### src/rtl/serial_sub_pkg.sv
// Shared definitions for the bit-serial subtractor.
//   state_t   : FSM state encoding (IDLE / SHIFT / DONE)
//   cnt_width : width of the bit counter for a given operand width
package serial_sub_pkg;

    typedef enum logic [1:0] {
        ST_IDLE  = 2'b00,
        ST_SHIFT = 2'b01,
        ST_DONE  = 2'b10
    } state_t;

    // Bit counter must be able to hold 0..width.
    function automatic int cnt_width(input int width);
        if (width < 1) begin
            return 1;
        end else begin
            return $clog2(width + 1);
        end
    endfunction

endpackage

### src/rtl/serial_subtractor_full_subtractor.sv
// Combinational one-bit full subtractor: computes bit1 - bit2 - borrow.
// Ports:
//   i_bit1   : minuend bit
//   i_bit2   : subtrahend bit
//   i_borrow : incoming borrow
//   o_diff   : difference bit
//   o_borrow : outgoing borrow
module full_subtractor (
    input  logic i_bit1,
    input  logic i_bit2,
    input  logic i_borrow,
    output logic o_diff,
    output logic o_borrow
);

    assign o_diff   = i_bit1 ^ i_bit2 ^ i_borrow;
    assign o_borrow = (~i_bit1 & i_bit2) | (~(i_bit1 ^ i_bit2) & i_borrow);

endmodule

### src/rtl/serial_subtractor.sv
// Bit-serial subtractor: computes i_minuend - i_subtrahend LSB first, one bit
// per clock, through a single full-subtractor cell and a registered borrow.
// Result format is {final borrow, difference}.
// Optional feature macro: SERIAL_SUB_OVERFLOW_EN adds o_overflow (signed
// two's-complement overflow of the subtraction).
// Ports:
//   i_clk        : clock, rising edge
//   i_rst_n      : synchronous active-low reset
//   i_start      : request, sampled only while o_ready = 1
//   i_minuend    : minuend, captured on the accepting edge
//   i_subtrahend : subtrahend, captured on the accepting edge
//   o_ready      : idle, able to accept a request
//   o_busy       : operation in progress (SHIFT or DONE)
//   o_done       : one-cycle completion pulse
//   o_result     : {borrow, difference}, held until the next completion
//   o_overflow   : signed overflow (only with SERIAL_SUB_OVERFLOW_EN)
module serial_subtractor
    import serial_sub_pkg::*;
#(
    parameter int WIDTH = 8
) (
    input  logic             i_clk,
    input  logic             i_rst_n,
    input  logic             i_start,
    input  logic [WIDTH-1:0] i_minuend,
    input  logic [WIDTH-1:0] i_subtrahend,
    output logic             o_ready,
    output logic             o_busy,
    output logic             o_done,
`ifdef SERIAL_SUB_OVERFLOW_EN
    output logic             o_overflow,
`endif
    output logic [WIDTH:0]   o_result
);

    localparam int CNT_W = cnt_width(WIDTH);
    localparam logic [CNT_W-1:0] LAST_BIT = CNT_W'(WIDTH - 1);
    localparam logic [CNT_W-1:0] CNT_ONE  = CNT_W'(1);

    state_t           state_r;
    state_t           state_next_s;
    logic [WIDTH-1:0] min_r;
    logic [WIDTH-1:0] sub_r;
    logic [WIDTH-1:0] diff_r;
    logic [WIDTH-1:0] diff_next_s;
    logic             borrow_r;
    logic [CNT_W-1:0] cnt_r;
    logic [WIDTH:0]   result_r;
    logic             ready_r;
    logic             busy_r;
    logic             done_r;
    logic             fs_diff_s;
    logic             fs_borrow_s;
    logic             last_bit_s;
`ifdef SERIAL_SUB_OVERFLOW_EN
    // Operand sign bits are shifted out during SHIFT, so keep copies.
    logic             min_msb_r;
    logic             sub_msb_r;
    logic             overflow_r;
`endif

    full_subtractor u_full_subtractor (
        .i_bit1   (min_r[0]),
        .i_bit2   (sub_r[0]),
        .i_borrow (borrow_r),
        .o_diff   (fs_diff_s),
        .o_borrow (fs_borrow_s)
    );

    assign last_bit_s = (cnt_r == LAST_BIT);

    // Difference shift register input: new bit enters at the MSB.
    always_comb begin
        diff_next_s            = diff_r >> 1;
        diff_next_s[WIDTH-1]   = fs_diff_s;
    end

    // FSM state register.
    always_ff @(posedge i_clk) begin
        if (!i_rst_n) begin
            state_r <= ST_IDLE;
        end else begin
            state_r <= state_next_s;
        end
    end

    // FSM next-state logic.
    always_comb begin
        state_next_s = state_r;
        case (state_r)
            ST_IDLE: begin
                if (i_start) begin
                    state_next_s = ST_SHIFT;
                end else begin
                    state_next_s = ST_IDLE;
                end
            end
            ST_SHIFT: begin
                if (last_bit_s) begin
                    state_next_s = ST_DONE;
                end else begin
                    state_next_s = ST_SHIFT;
                end
            end
            ST_DONE: begin
                state_next_s = ST_IDLE;
            end
            default: begin
                state_next_s = ST_IDLE;
            end
        endcase
    end

    // Status flags registered alongside the state so they track it exactly.
    always_ff @(posedge i_clk) begin
        if (!i_rst_n) begin
            ready_r <= 1'b1;
            busy_r  <= 1'b0;
            done_r  <= 1'b0;
        end else begin
            ready_r <= (state_next_s == ST_IDLE);
            busy_r  <= (state_next_s == ST_SHIFT) || (state_next_s == ST_DONE);
            done_r  <= (state_next_s == ST_DONE);
        end
    end

    // Operand/difference shift registers, borrow, counter and result.
    always_ff @(posedge i_clk) begin
        if (!i_rst_n) begin
            min_r      <= {WIDTH{1'b0}};
            sub_r      <= {WIDTH{1'b0}};
            diff_r     <= {WIDTH{1'b0}};
            borrow_r   <= 1'b0;
            cnt_r      <= {CNT_W{1'b0}};
            result_r   <= {(WIDTH+1){1'b0}};
`ifdef SERIAL_SUB_OVERFLOW_EN
            min_msb_r  <= 1'b0;
            sub_msb_r  <= 1'b0;
            overflow_r <= 1'b0;
`endif
        end else begin
            case (state_r)
                ST_IDLE: begin
                    if (i_start) begin
                        min_r     <= i_minuend;
                        sub_r     <= i_subtrahend;
                        borrow_r  <= 1'b0;
                        cnt_r     <= {CNT_W{1'b0}};
`ifdef SERIAL_SUB_OVERFLOW_EN
                        min_msb_r <= i_minuend[WIDTH-1];
                        sub_msb_r <= i_subtrahend[WIDTH-1];
`endif
                    end
                end
                ST_SHIFT: begin
                    min_r    <= min_r >> 1;
                    sub_r    <= sub_r >> 1;
                    diff_r   <= diff_next_s;
                    borrow_r <= fs_borrow_s;
                    cnt_r    <= cnt_r + CNT_ONE;
                    if (last_bit_s) begin
                        result_r   <= {fs_borrow_s, diff_next_s};
`ifdef SERIAL_SUB_OVERFLOW_EN
                        // On the last bit fs_diff_s is the difference MSB.
                        overflow_r <= (min_msb_r != sub_msb_r) &&
                                      (fs_diff_s != min_msb_r);
`endif
                    end
                end
                default: begin
                    // DONE: hold everything.
                end
            endcase
        end
    end

    assign o_ready  = ready_r;
    assign o_busy   = busy_r;
    assign o_done   = done_r;
    assign o_result = result_r;
`ifdef SERIAL_SUB_OVERFLOW_EN
    assign o_overflow = overflow_r;
`endif

endmodule
### config.mk
export PLATFORM = sky130hd
export DESIGN_NAME = serial_subtractor
export DESIGN_NICKNAME = d
export VERILOG_FILES = /design/src/rtl/serial_sub_pkg.sv /design/src/rtl/serial_subtractor_full_subtractor.sv /design/src/rtl/serial_subtractor.sv
export SDC_FILE = /design/constraint.sdc
export NUM_CORES = 1
export LEC_CHECK = 0
export BUFFER_PORTS_ARGS = -buffer_cell sky130_fd_sc_hd__buf_2
export CAP_MARGIN = 20
export CORE_ASPECT_RATIO = 1.1
export CORE_MARGIN = 2
export CORE_UTILIZATION = 54
export DETAILED_ROUTE_END_ITERATION = 6
export GPL_TIMING_DRIVEN = 0
export HOLD_SLACK_MARGIN = 0.05
export PLACE_DENSITY = 0.83
export SLEW_MARGIN = 25
export SYNTH_ARGS = -nofsm -noshare
export SYNTH_HDL_FRONTEND = slang
export SYNTH_SLANG_ARGS = --single-unit
### constraint.sdc
create_clock -name i_clk -period 1.87 [get_ports i_clk]
set_input_delay 0.2805 -clock i_clk [delete_from_list [all_inputs] [get_ports i_clk]]
set_output_delay 0.2805 -clock i_clk [all_outputs]
set_load 0.02 [all_outputs]
==> results of run 1 <==
## placed cells by master (no fill, tap or decap), types with 2 or more instances in the layout
cell      instances
inv_1             3
nand3_1           2
nor3_1            2
mux2i_1          10
dfxtp_1          42
a21oi_1          35
and2_1            2
buf_2            34
buf_6             2
buf_4             2
nor2_1            6
ha_1              3
o21ai_0          13
nand2b_1          3
a22oi_1           3
clkbuf_1          4
clkbuf_4          5
nand2_1          47
## area by class of cell
class                           instances  area [µm²]  share of cell area, %
Inverter                                4       15.01                 0.7722
Multi-Input combinational cell        138       763.2                  39.25
Clock buffer                            6       41.29                  2.124
Timing Repair Buffer                   29       145.1                  7.465
Sequential cell                        42       840.8                  43.24
Clock inverter                          2       13.76                 0.7079
Tap cell                               34       42.54                  2.188
Buffer                                 14       82.58                  4.247
## registers in the layout, summed over array words and instances (netlist names)
signal / cells
diff_r: 7
sub_r: 8
state_r: 2
cnt_r: 4
o_done: 1
borrow_r: 1
min_r: 8
o_ready: 1
o_result: 9
o_busy: 1
## worst max-delay path, delay by kind of cell, from the launching register on
family	cells	cell delay [ps]
adders and majority gates	2	450
buffers and inverters	2	240
DFF	1	380
and+or+nand+nor	3	480
## path summary, 6_finish.rpt
kind	start	end	cells after the start
setup / recovery	cnt_r[0]	o_busy	7
hold / removal	i_minuend[6]	min_r[6]	3
setup reg to reg	cnt_r[0]	o_busy	7
hold reg to reg	o_result[2]	o_result[2]	2
## cell families after synthesis
| logic type | count (synthesis) |
|---|---|
| AO/OA/AOI/OAI | 57 |
| adder cells (fa/ha/maj) | 4 |
| buffers and inverters | 18 |
| flip-flops | 42 |
| multiplexers | 10 |
| AND/OR/NAND/NOR | 67 |
## cells in the mapped netlist (all sizes together), types with 2 or more instances
library cell,count,area (µm²)
nand2,47,176.4
dfxtp,42,840.8
a21oi,35,175.2
o21ai,13,65.06
buf,10,66.30
mux2i,10,100.1
nor2,7,28.78
clkbuf,4,16.26
a22oi,3,22.52
ha,3,37.54
inv,3,11.26
nand2b,3,18.77
and2,2,12.51
nand3,2,10.01
nor3,2,10.01
## routing by layer
| layer | routed length (µm) | global-route usage, % |
|---|---|---|
| met1 | 1452 | 23.02 |
| met2 | 1566 | 32.67 |
| met3 | 112 | 4.762 |
| met4 | 72 | 10.76 |
| met5 | 0 | 0 |
## stage by stage
step / utilization, % / area [µm²] / hold slack (ps) / power (mW) / std cells
final: 64.35 / 1944 / 128.7 / 1.575 / 269
after global routing: 64.35 / 1944 / 129.2 / 1.653 / 269
after CTS: 64.35 / 1944 / 121.8 / 1.587 / 269
after detailed placement: 62.53 / 1889 / 443.3 / 1.152 / 261
after global placement: 62.53 / 1889 / 438.5 / 1.149 / 261
after floorplan: - / 1702 / 414.6 / 1.095 / 198
## power groups by stage
| stage | Combinational, mW | Clock (mW) | Sequential (mW) |
|---|---|---|---|
| detailed placement | 0.178 | 0 | 0.974 |
| finish | 0.177 | 0.444 | 0.953 |
| floorplan | 0.122 | 0 | 0.972 |
| global placement | 0.176 | 0 | 0.972 |
| global route | 0.201 | 0.493 | 0.959 |
| CTS | 0.179 | 0.454 | 0.954 |
==> impl_metrics.env, run 1 <==
export IMPL_timing_slew_headroom_pct=67.60
export IMPL_viasPerCell=5.286
export IMPL_fp_dieH_um=62.88
export IMPL_first_pass_iters=4
export IMPL_place_hpwl_um=2373
export IMPL_worstSkewPairLatency_ps=370
export IMPL_ios=31
export IMPL_maxCapViolCount=0
export IMPL_hold_buffers=0
export IMPL_slowest_stage="dfxtp_1"
export IMPL_drt_initial_drc_count=55
export IMPL_setup_viol=0
export IMPL_worst_setup_path_end_kind="flip-flop"
export IMPL_finalSetupTns_ps=0
export IMPL_htree_levels=2
export IMPL_clock_path_buffers=2
export IMPL_io_buffer_count=29
export IMPL_avgSynthCellArea_um2=8.594
export IMPL_crit_path_max_incr_delay_ps=380
export IMPL_cts_setup_buffers=0
export IMPL_cpMostUsedCell="ha_1"
export IMPL_yosys_mux_area_fraction_pct=5.882
export IMPL_antenna_found_initial=0
export IMPL_yosys_area_share_simple_pct=16.76
export IMPL_syn_inst=198
export IMPL_cts_tree="done"
export IMPL_ir_drop_mv=0.5494
export IMPL_diodes=0
export IMPL_numCtsBuffers=5
export IMPL_critPathKind="flip-flop to flip-flop"
export IMPL_ys_warn_count=0
export IMPL_min_period_ps=1646
export IMPL_tightestPinTransition_ps=486.0
export IMPL_ant_nets=0
export IMPL_regToRegSetupSlack_ps=220
export IMPL_synth_xor_area_share_pct=0
export IMPL_critPathMaxFanout=10
export IMPL_worst_clock_skew_ps=17.65
export IMPL_totalWireLength_um=3203
export IMPL_synthToLayoutAreaGrowth_pct=14.26
export IMPL_wire_per_inst_um=11.91
export IMPL_synth_fa_ha_area_share_pct=3.382
export IMPL_grtUsageTotal_pct=19.76
export IMPL_row_count=21
export IMPL_swShare_pct=26.81
export IMPL_drc=0
export IMPL_worstSetupStartpointType="flip-flop"
export IMPL_fmax_mhz=607.4
export IMPL_hold_viol=0
export IMPL_synth_compound_area_share_pct=18.82
export IMPL_power_internal_mw=1.153
export IMPL_rsz0062_at_grt="false"
export IMPL_first_global_vias=1296
export IMPL_ys_types=32
export IMPL_syn_area_um2=1702
export IMPL_finalCritPeriodShare_pct=88.04
export IMPL_worst_slack_ps=223.7
export IMPL_crit_chain="ha_1, nand4b_1, nor2_2, buf_6, inv_1, ha_1, and2_1"
export IMPL_clock_sinks=42
export IMPL_pwr_share_clk_pct=28.2
export IMPL_async_flop_share_pct=0
export IMPL_drv_slew=0
export IMPL_die_x_um=57.52
export IMPL_critical_path_required_ps=2130
export IMPL_pwr_share_seq_pct=60.5
export IMPL_fill_cells=272
export IMPL_worstHoldPathType="primary input to flip-flop"
export IMPL_status="completed"
export IMPL_ys_flop_type="dfxtp_1"
export IMPL_ys_seq_area_share_pct=49.41
export IMPL_p_per_area_nw_per_um2=810.2
export IMPL_leakagePower_nw=0.8054
export IMPL_ys_ff_latch=42
export IMPL_grt_pass1_wl_um=5526
export IMPL_synth_edf_count=0
export IMPL_dp_slack_ps=218.7
export IMPL_grt_max_degree=14
export IMPL_power_frac_comb_pct=11.3
export IMPL_synth_nets=221
export IMPL_core_um2=3022
export IMPL_overflow=0
export IMPL_path_clk_slew_ps=130
export IMPL_layout_nets=257
export IMPL_drive_gt1_share_pct=20.85
export IMPL_cp_arrival_ps=1910
export IMPL_power_switching_uw=422.3
export IMPL_dieArea_um2=3617
export IMPL_cts_root_buf="clkbuf_4"
export IMPL_num_vias=1422
export IMPL_ctsResizeCount=0
export IMPL_gp_congestion=0.7586
export IMPL_synth_top_family_by_area="compound AO/OA/AOI/OAI gates"
export IMPL_start_util_pct=56.31
(Power assumes the default switching activity.)
==> run 2, diff against run 1 <==
--- a/config.mk
+++ b/config.mk
@@ -5,6 +5,7 @@
 export SDC_FILE = /design/constraint.sdc
 export NUM_CORES = 1
 export LEC_CHECK = 0
+export ABC_AREA = 1
 export BUFFER_PORTS_ARGS = -buffer_cell sky130_fd_sc_hd__buf_2
 export CAP_MARGIN = 20
 export CORE_ASPECT_RATIO = 1.1
==> impl_metrics.env, run 2 <==
export IMPL_antenna_found_initial=0
export IMPL_yosysTopAreaCell="dfxtp_1"
export IMPL_avgSynthCellArea_um2=7.507
export IMPL_synthToLayoutAreaGrowth_pct=14.22
export IMPL_ir_drop_mv=0.6193
export IMPL_totalWireLength_um=3533
export IMPL_final_core_util_pct=64.71
export IMPL_synth_nets=255
export IMPL_ff_latch_area_um2=840.8
export IMPL_multi_input_area_um2=750.7
export IMPL_synth_edf_count=0
export IMPL_clock_sinks=42
export IMPL_viasPerCell=5.096
export IMPL_clock_path_buffers=2
export IMPL_drt_initial_drc_count=31
export IMPL_layout_nets=291
export IMPL_overflow=0
export IMPL_maxCapViolCount=0
export IMPL_power_internal_mw=1.221
export IMPL_power_switching_uw=452.1
export IMPL_fmax_mhz=610.6
export IMPL_critPathKind="flip-flop to flip-flop"
export IMPL_pwr_share_seq_pct=58.2
export IMPL_drv_slew=0
export IMPL_wire_per_inst_um=11.66
export IMPL_syn_area_um2=1742
export IMPL_drive_gt1_share_pct=20.45
export IMPL_ant_nets=0
export IMPL_critPathMaxFanout=10
export IMPL_place_hpwl_um=2487
export IMPL_rsz0062_at_grt="false"
export IMPL_start_util_pct=56.65
export IMPL_met2_length_um=1607
export IMPL_ios=31
export IMPL_top_layer="met4"
export IMPL_largest_reg_flops=9
export IMPL_p_per_area_nw_per_um2=841.0
export IMPL_ys_flop_type="dfxtp_1"
export IMPL_tightestPinTransition_ps=399.1
export IMPL_numCtsBuffers=5
export IMPL_cts_setup_buffers=0
export IMPL_cts_tree="done"
export IMPL_die_x_um=58.15
export IMPL_synth_common_cells="54 x nand2_1, 42 x dfxtp_1, 35 x nor2_1"
export IMPL_ys_types=23
export IMPL_pwr_share_clk_pct=27.9
export IMPL_path_clk_slew_ps=120
export IMPL_ys_ff_latch=42
export IMPL_synth_most_common_cell="nand2_1"
export IMPL_synth_area_top_cells="dfxtp_1 48%, nand2_1 12%, o21ai_0 8.3%, nor2_1 7.5%, a21oi_1 4.0%"
export IMPL_cts_root_buf="clkbuf_4"
export IMPL_row_count=21
export IMPL_hold_buffers=0
export IMPL_leakagePower_nw=0.9389
export IMPL_worstHoldPathType="primary input to flip-flop"
export IMPL_htree_levels=2
export IMPL_wl_met3_um=135
export IMPL_ys_seq_area_share_pct=48.28
export IMPL_power_frac_comb_pct=13.9
export IMPL_worstSkewPairLatency_ps=360
export IMPL_grtUsageTotal_pct=21.49
export IMPL_final_common_cell="nand2_1"
export IMPL_critical_path_required_ps=2130
export IMPL_min_period_ps=1638
export IMPL_worst_setup_path_end_kind="flip-flop"
export IMPL_gp_congestion=0.7230
export IMPL_grt_max_degree=13
export IMPL_fp_dieH_um=63.57
export IMPL_fill_cells=281
export IMPL_status="completed"
export IMPL_num_vias=1544
export IMPL_m1WireLength_um=1678
export IMPL_setup_viol=0
export IMPL_cp_arrival_ps=1900
export IMPL_final_cell_mix="54 x nand2_1, 42 x dfxtp_1, 35 x nor2_1, 32 x buf_2, 29 x o21ai_0"
export IMPL_finalCritPeriodShare_pct=87.58
export IMPL_yosys_area_top_type_share_pct=48.28
export IMPL_finalSetupTns_ps=0
export IMPL_ys_warn_count=0
export IMPL_io_buffer_count=29
export IMPL_worst_clock_skew_ps=14.50
export IMPL_dieArea_um2=3696
export IMPL_hold_viol=0
export IMPL_core_um2=3074
export IMPL_first_pass_iters=4
export IMPL_timing_slew_headroom_pct=73.39
export IMPL_first_global_vias=1444
export IMPL_ctsResizeCount=0
export IMPL_worstSetupStartpointType="flip-flop"
export IMPL_diodes=0
export IMPL_drc=0
export IMPL_syn_inst=232
export IMPL_grt_pass1_wl_um=5954
export IMPL_swShare_pct=27.02
export IMPL_async_flop_share_pct=0
## run 2: kinds of logic after synthesis
kind of cell | share of synthesized area (%)
and+or+nand+nor | 25.43
adders and majority gates | 3.305
buffers and inverters | 8.620
AOI/OAI and AO/OA | 14.37
DFF | 48.28
## run 2: area by class of cell
cell class              count  area share, %
flip-flops and latches     42          42.26
well taps                  34          2.138
inverters                  19          3.585
multi-input cells         159          37.74
repair buffers             29          7.296
clock buffers               7          2.767
plain buffers              12          3.962
clock inverters             1         0.2516
## run 2: metrics by stage
stage | total power, mW | area, µm² | worst slack (ps) | hold slack, ps | cells
final | 1.673 | 1989 | 232.3 | 163.9 | 303
after floorplan | 1.156 | 1742 | 441.7 | 423.3 | 232
after CTS | 1.683 | 1989 | 239.7 | 154.6 | 303
after global placement | 1.216 | 1929 | 289.6 | 451.8 | 295
after detailed placement | 1.225 | 1929 | 265.8 | 451.7 | 295
after global routing | 1.760 | 1989 | 152.3 | 150.3 | 303
## run 2: worst max-delay path, stage by stage (launching register included)
cell and delay [ps]:
dfxtp_1 430, ha_1 230, nand2_1 90, nor2_1 130, nand2_2 160, ha_1 220, or2_2 280
## run 2: metal layers
metal	GRT usage (%)	vias up
li1	-	809
met1	25.06	692
met2	34.23	33
met3	5.133	10
met4	14.53	0
met5	0	-
## run 2: worst paths after layout
path | startpoint | end | slack (ps) | depth (start not counted)
setup reg to reg | cnt_r[0] | o_ready | 230 | 6
setup / recovery | cnt_r[0] | o_ready | 230 | 6
hold / removal | i_subtrahend[7] | sub_r[7] | 160 | 3
hold reg to reg | diff_r[3] | diff_r[3] | 470 | 2
## run 2: power by group through the flow
stage / combinational (mW) / clock (mW) / sequential, mW
final: 0.233 / 0.467 / 0.973
after global routing: 0.265 / 0.516 / 0.979
after CTS: 0.233 / 0.477 / 0.972
after detailed placement: 0.232 / 0 / 0.993
after global placement: 0.225 / 0 / 0.991
after floorplan: 0.164 / 0 / 0.992
